<file path="src/rtl/uart_pkg.sv">
// Shared types for the uart_rxd controller: FSM states, error bit
// positions and the receiver configuration record.
package uart_pkg;

    typedef enum logic [1:0] {
        DISABLED = 2'd0,
        RUN      = 2'd1,
        QUIESCE  = 2'd2,
        LOAD     = 2'd3
    } state_t;

    localparam int ERR_PARITY = 0;
    localparam int ERR_FRAME  = 1;

    typedef struct packed {
        logic [1:0] parity;
        logic [1:0] sample;
        logic       stop;
        logic       enable;
    } cfg_t;

    // Increment that sticks at 255 instead of wrapping.
    function automatic logic [7:0] sat_inc(input logic [7:0] v);
        return (v == 8'hFF) ? v : v + 8'd1;
    endfunction

endpackage

</file>
<file path="src/rtl/uart_rx_fifo.sv">
// Synchronous byte FIFO. Pushes are ignored when full and pops when
// empty. The level carries one extra bit so full and empty differ.
module uart_rx_fifo #(
    parameter int DEPTH = 16
) (
    input  logic                   i_clk,
    input  logic                   i_rst,
    input  logic                   i_push,
    input  logic [7:0]             i_data,
    input  logic                   i_pop,
    output logic [7:0]             o_data,
    output logic [$clog2(DEPTH):0] o_level,
    output logic                   o_full,
    output logic                   o_empty
);

    localparam int AW = $clog2(DEPTH);
    localparam int LW = AW + 1;

    logic [7:0]    r_mem [DEPTH];
    logic [AW-1:0] r_wr_ptr;
    logic [AW-1:0] r_rd_ptr;
    logic [LW-1:0] r_level;
    logic          w_push;
    logic          w_pop;

    assign o_full  = (r_level == LW'(DEPTH));
    assign o_empty = (r_level == '0);
    assign w_push  = i_push && !o_full;
    assign w_pop   = i_pop && !o_empty;
    assign o_data  = r_mem[r_rd_ptr];
    assign o_level = r_level;

    // Storage array; no reset needed since reads are qualified by level.
    always_ff @(posedge i_clk) begin
        if (w_push) begin
            r_mem[r_wr_ptr] <= i_data;
        end
    end

    // Pointers wrap naturally at DEPTH (power of two); level tracks push/pop.
    always_ff @(posedge i_clk) begin
        if (i_rst) begin
            r_wr_ptr <= '0;
            r_rd_ptr <= '0;
            r_level  <= '0;
        end else begin
            if (w_push) begin
                r_wr_ptr <= r_wr_ptr + AW'(1);
            end
            if (w_pop) begin
                r_rd_ptr <= r_rd_ptr + AW'(1);
            end
            case ({w_push, w_pop})
                2'b10:   r_level <= r_level + LW'(1);
                2'b01:   r_level <= r_level - LW'(1);
                default: r_level <= r_level;
            endcase
        end
    end

endmodule

</file>
<file path="src/rtl/uart_rxd_ctrl.sv">
// Receiver controller: owns the active uart_rxd configuration and enable,
// applies staged host changes only when the line is idle (or after a
// timeout), buffers received bytes and keeps error/overrun status.
//
// state    | meaning
// ---------+-----------------------------------------------------------
// DISABLED | receiver off; any pending change goes straight to LOAD
// RUN      | receiver on with active config; pending change -> QUIESCE
// QUIESCE  | receiver still on, waiting for idle line or dwell timeout
// LOAD     | one cycle with receiver off while staging becomes active
module uart_rxd_ctrl
    import uart_pkg::*;
#(
    parameter int DEPTH          = 16,
    parameter int IDLE_CYCLES    = 32,
    parameter int TIMEOUT_CYCLES = 4096,
    parameter int DROP_ERR       = 0
) (
    input  logic                   i_uart_clk,
    input  logic                   i_rst,
    input  logic                   i_cfg_wr,
    input  logic [1:0]             i_cfg_parity,
    input  logic [1:0]             i_cfg_sample,
    input  logic                   i_cfg_stop,
    input  logic                   i_cfg_enable,
    input  logic                   i_clr_status,
    input  logic                   i_rxd,
    output logic                   o_enable,
    output logic [1:0]             o_cfg_rxd_parity,
    output logic [1:0]             o_cfg_rxd_sample,
    output logic                   o_cfg_rxd_stop,
    output logic                   o_fifo_notfull,
    input  logic                   i_fifo_wr,
    input  logic [7:0]             i_fifo_data,
    input  logic [1:0]             i_error,
    output logic [7:0]             o_rd_data,
    output logic                   o_rd_valid,
    input  logic                   i_rd_ready,
    output logic [$clog2(DEPTH):0] o_level,
    output logic [7:0]             o_par_err_cnt,
    output logic [7:0]             o_frm_err_cnt,
    output logic                   o_overrun,
    output logic                   o_forced,
    output logic                   o_busy
);

    localparam int IW = $clog2(IDLE_CYCLES + 1);
    localparam int TW = $clog2(TIMEOUT_CYCLES + 1);
    localparam logic [IW-1:0] IDLE_MAX = IW'(IDLE_CYCLES);
    localparam logic [TW-1:0] DWELL_MAX = TW'(TIMEOUT_CYCLES);

    state_t        r_state;
    cfg_t          r_stage;
    cfg_t          r_active;
    logic          r_pending;
    logic          r_enable;
    logic          r_forced;
    logic [IW-1:0] r_idle;
    logic [TW-1:0] r_dwell;
    logic [7:0]    r_par_cnt;
    logic [7:0]    r_frm_cnt;
    logic          r_overrun;

    logic          w_pending;
    logic [IW-1:0] w_idle_next;
    logic [TW-1:0] w_dwell_next;
    logic          w_full;
    logic          w_empty;
    logic          w_push;
    logic [7:0]    w_par_base;
    logic [7:0]    w_frm_base;

    // A strobe in the current cycle counts as pending so DISABLED reaches
    // LOAD on the same edge that captures the staging registers.
    assign w_pending    = r_pending || i_cfg_wr;
    assign w_idle_next  = i_rxd ? (r_idle + IW'(1)) : '0;
    assign w_dwell_next = r_dwell + TW'(1);

    // Host staging: last write wins; LOAD consumes it unless re-written.
    always_ff @(posedge i_uart_clk) begin
        if (i_rst) begin
            r_stage   <= '0;
            r_pending <= 1'b0;
        end else if (i_cfg_wr) begin
            r_stage   <= '{parity: i_cfg_parity, sample: i_cfg_sample,
                           stop: i_cfg_stop, enable: i_cfg_enable};
            r_pending <= 1'b1;
        end else if (r_state == LOAD) begin
            r_pending <= 1'b0;
        end
    end

    // Sequencing FSM with registered enable, active config and forced flag.
    always_ff @(posedge i_uart_clk) begin
        if (i_rst) begin
            r_state  <= DISABLED;
            r_enable <= 1'b0;
            r_active <= '0;
            r_forced <= 1'b0;
            r_idle   <= '0;
            r_dwell  <= '0;
        end else begin
            case (r_state)
                DISABLED: begin
                    r_enable <= 1'b0;
                    if (w_pending) begin
                        r_state <= LOAD;
                    end
                end
                RUN: begin
                    if (w_pending) begin
                        r_state <= QUIESCE;
                        r_idle  <= '0;
                        r_dwell <= '0;
                    end
                end
                QUIESCE: begin
                    r_idle  <= w_idle_next;
                    r_dwell <= w_dwell_next;
                    if (w_idle_next == IDLE_MAX) begin
                        r_state  <= LOAD;
                        r_enable <= 1'b0;
                    end else if (w_dwell_next == DWELL_MAX) begin
                        r_state  <= LOAD;
                        r_enable <= 1'b0;
                        r_forced <= 1'b1;
                    end
                end
                LOAD: begin
                    r_active <= r_stage;
                    r_enable <= r_stage.enable;
                    r_state  <= r_stage.enable ? RUN : DISABLED;
                end
                default: begin
                    r_state  <= DISABLED;
                    r_enable <= 1'b0;
                end
            endcase
        end
    end

    // Clear is applied before the same-cycle increment.
    assign w_par_base = i_clr_status ? 8'd0 : r_par_cnt;
    assign w_frm_base = i_clr_status ? 8'd0 : r_frm_cnt;

    // Saturating error counters and sticky overrun.
    always_ff @(posedge i_uart_clk) begin
        if (i_rst) begin
            r_par_cnt <= 8'd0;
            r_frm_cnt <= 8'd0;
            r_overrun <= 1'b0;
        end else begin
            r_par_cnt <= (i_fifo_wr && i_error[ERR_PARITY]) ? sat_inc(w_par_base) : w_par_base;
            r_frm_cnt <= (i_fifo_wr && i_error[ERR_FRAME])  ? sat_inc(w_frm_base) : w_frm_base;
            r_overrun <= (i_fifo_wr && w_full) || (r_overrun && !i_clr_status);
        end
    end

    assign w_push = i_fifo_wr && !((DROP_ERR != 0) && (i_error != 2'b00));

    uart_rx_fifo #(
        .DEPTH (DEPTH)
    ) u_fifo (
        .i_clk   (i_uart_clk),
        .i_rst   (i_rst),
        .i_push  (w_push),
        .i_data  (i_fifo_data),
        .i_pop   (i_rd_ready),
        .o_data  (o_rd_data),
        .o_level (o_level),
        .o_full  (w_full),
        .o_empty (w_empty)
    );

    assign o_enable         = r_enable;
    assign o_cfg_rxd_parity = r_active.parity;
    assign o_cfg_rxd_sample = r_active.sample;
    assign o_cfg_rxd_stop   = r_active.stop;
    assign o_fifo_notfull   = !w_full;
    assign o_rd_valid       = !w_empty;
    assign o_par_err_cnt    = r_par_cnt;
    assign o_frm_err_cnt    = r_frm_cnt;
    assign o_overrun        = r_overrun;
    assign o_forced         = r_forced;
    assign o_busy           = r_pending || (r_state == QUIESCE) || (r_state == LOAD);

endmodule

</file>
<file path="config.mk">
export PLATFORM = sky130hd
export DESIGN_NAME = uart_rxd_ctrl
export DESIGN_NICKNAME = d
export VERILOG_FILES = /design/src/rtl/uart_pkg.sv /design/src/rtl/uart_rx_fifo.sv /design/src/rtl/uart_rxd_ctrl.sv
export SDC_FILE = /design/constraint.sdc
export NUM_CORES = 1
export LEC_CHECK = 0
export BUFFER_PORTS_ARGS = -buffer_cell sky130_fd_sc_hd__buf_2
export CORE_ASPECT_RATIO = 0.9
export CORE_UTILIZATION = 45
export CTS_BUF_LIST = sky130_fd_sc_hd__clkbuf_8 sky130_fd_sc_hd__clkbuf_16
export DETAILED_ROUTE_END_ITERATION = 7
export SLEW_MARGIN = 25
export SYNTH_ARGS = -nofsm -noshare
export SYNTH_HDL_FRONTEND = slang
export SYNTH_HIERARCHICAL = 1
export SYNTH_SLANG_ARGS = --single-unit
export TNS_END_PERCENT = 10
</file>
<file path="constraint.sdc">
create_clock -name i_uart_clk -period 2.7 [get_ports i_uart_clk]
set_clock_uncertainty 0.15 [all_clocks]
set_input_delay 0.54 -clock i_uart_clk [delete_from_list [all_inputs] [get_ports i_uart_clk]]
set_output_delay 0.54 -clock i_uart_clk [all_outputs]
set_load 0.005 [all_outputs]
</file>
==> impl_metrics.ini <==
[floorplanning]
num_rows = 47
io_pins = 63
coreArea_sq_mm = 0.0186
dieArea_sq_mm = 0.0199
initial_core_util = 0.466
die_height_um = 134
die_x_um = 148

[placement]
gp_congestion = 0.834
place.port_buffers = 62
place_ws_ns = 0.0325
place_area_sq_mm = 0.00938
dp.cells = 953
post-dp-hpwl_um = 12300

[hold_path]
hold_path_class = in2reg

[sta]
holdWs_ns = 0.199
slew_headroom = 0.363
period_needed_ns = 2.68
finalCritPeriodShare = 0.993
fmax_ghz = 0.373
finalSetupTns_ns = 0
tightest_slew_ns = 0.952
hold_violations = 0
fin_ws_ns = 0.0180
drv_slew = 0
setup_viol = 0
grt_setup_unrepaired = true

[grt]
antenna_found_initial = 0
grt_overflow_total = 0
grt_pass1_vias = 5589
grt_max_degree = 47
grt_pass1_wl_um = 29300
grt_usage = 0.195

[cts]
cts_sinks = 197
clk_pin_slew_ns = 0.07
clock-root-buffer = clkbuf_16
insertion_delay_ns = 0.44
cts_tree = built
htree_num_levels = 4
cts_buffer_depth = 2
cts_buffers = 17

[routing]
drt_pre_antenna_iters = 5
avgViaCountPerCell = 5.68
wl_um = 18000
route.detailed.drc = 0
vias = 5607
drt_iter0_drc = 398
ant_nets = 0
post_drt_wl_per_cell_um = 18.3

[layout]
syn_to_final_growth_pct = 15.7
final_area_sq_mm = 0.0100
instances_no_fill = 987
drive_gt1_frac = 0.268
layout_commonest_cell = edfxtp_1
nets = 770
insertedDiodeCount = 0
final_cell_mix = 128 x edfxtp_1, 75 x nor2_1, 66 x dfxtp_1, 62 x buf_2, 43 x nand2_1

[yosys]
ys_ff_latch = 197
synth-simple-area-share = 0.117
syn_nets = 696
synth_compound_area_frac = 0.0955
yosys_warnings = 6
synth_edf_count = 128
synthMuxAreaShare = 0.107
syn_area_sq_mm = 0.00868
avgSynthCellArea_sq_um = 13.3
synth-seq-area-share = 0.602
synth_ff_type = edfxtp_1
yosysUniqueCellTypes = 76
async_flop_share = 0
synth_top_family_by_area = simple AND/OR/NAND/NOR gates
synthAdderAreaFrac = 0.0259
syn_inst = 655
synth_xor_xnor_area_share = 0.0232

[setup_path]
critical_path.startpoint_type = flip-flop
cp_max_fo = 7
slowest_delay_ns = 0.53
critical_path_class = reg2out
end_kind = primary output
worst-r2r-setup-slack_ns = 0.06
cp_data_arrival_time_ns = 1.99
crit_chain = buf_4, mux4_2, a22oi_2, nand2_1, buf_2
cp.required_ns = 2.01
crit_slowest_cell = mux4_2

[flow_run]
cap_violations = 0

[power_and_ir_drop]
peakVddDrop_v = 0.000482
p_per_area_mw_per_mm2 = 813
p_leak_nw = 3.64

[run_status]
outcome = completed
[metal layers]
layer / routed length, um / share of wire / vias up / track usage
li1: - / - / 2636 / -
met1: 8380 / 0.46 / 2807 / 0.275
met2: 8470 / 0.47 / 144 / 0.300
met3: 902 / 0.050 / 20 / 0.0401
met4: 276 / 0.015 / 0 / 0.0653
met5: 0 / 0 / - / 0
[final timing paths]
path	from	to	cells past startpoint
worst max-delay path	flip-flop	o_rd_data[5]	5
worst min-delay path	i_cfg_enable	r_stage[0]$_SDFFE_PP0P_	3
worst max register to register	u_fifo/o_level[3]$_SDFFE_PP0P_	u_fifo/o_level[4]$_SDFFE_PP0P_	10
worst min register to register	o_forced$_SDFFE_PP0P_	o_forced$_SDFFE_PP0P_	2
[kinds of logic (layout without fill, tap and decap cells)]
kind of cell / Yosys count / in the layout
DFF: 197 / 197
xor gates and xnor gates: 23 / 23
AOI/OAI and AO/OA: 105 / 105
muxes: 52 / 52
and+or+nand+nor: 203 / 203
adders and majority gates: 18 / 18
buffers and inverters: 57 / 144
[state kept, by name, summed over array words and instances (netlist names), 4 cells and up, named ones only]
name,flops
o_frm_err_cnt,8
o_par_err_cnt,8
r_dwell,13
r_idle,6
r_stage,6
u_fifo/o_level,5
u_fifo/r_mem,128
u_fifo/r_rd_ptr,4
u_fifo/r_wr_ptr,4
[synthesized netlist by cell type, types with 7 or more instances]
library cell | number | share of area
buf_2 | 11 | 0.0063
dfxtp_1 | 69 | 0.16
xnor2_1 | 11 | 0.011
inv_1 | 14 | 0.0061
and3_1 | 7 | 0.0050
o21ai_0 | 10 | 0.0058
mux2i_1 | 18 | 0.021
clkbuf_1 | 21 | 0.0091
mux4_2 | 32 | 0.083
xor2_1 | 12 | 0.012
nand2_1 | 43 | 0.019
ha_1 | 18 | 0.026
edfxtp_1 | 128 | 0.44
a22oi_1 | 22 | 0.019
a21oi_1 | 13 | 0.0075
nand3_1 | 14 | 0.0081
a311oi_1 | 9 | 0.0091
nor3_1 | 20 | 0.012
nor2b_1 | 12 | 0.0086
nor2_1 | 75 | 0.032
[per-stage QoR]
stage	power, W	util
after detailed placement	0.00569	0.503
after CTS	0.00819	0.536
after global routing	0.00857	0.539
after global placement	0.00563	0.503
after floorplan	0.00503	-
final	0.00817	0.539
[cell type report]
class	count	area (sq um)
Sequential cell	197	5230
Fill cell	1522	8590
Inverter	16	60.1
Timing Repair Buffer	96	606
Multi-Input combinational cell	401	3260
Clock buffer	17	425
Tap cell	245	307
Clock inverter	15	155
[critical path: cells and delay by family (launching register included)]
family          cells  cell delay [ns]
mux                 1             0.53
flops               1             0.44
buf+inv             2             0.29
compound gates      1             0.21
simple gates        1             0.09
[timing repair]
| action | CTS | global route |
|---|---|---|
| endpoints found under the setup margin | 8 | 9 |
| resized for setup | 3 | 11 |
| pin swaps | 0 | 3 |
| endpoints found under the hold margin | 0 | 0 |
| buffers inserted | 2 | 0 |
| hold buffers | 0 | 0 |
[power breakdown]
group          switching [W]  leakage, nW  internal [W]
registers           0.000152         1.72       0.00337
clock network        0.00122        0.282       0.00124
logic                0.00113         1.64       0.00105
Power figures use the tool's default switching activity.
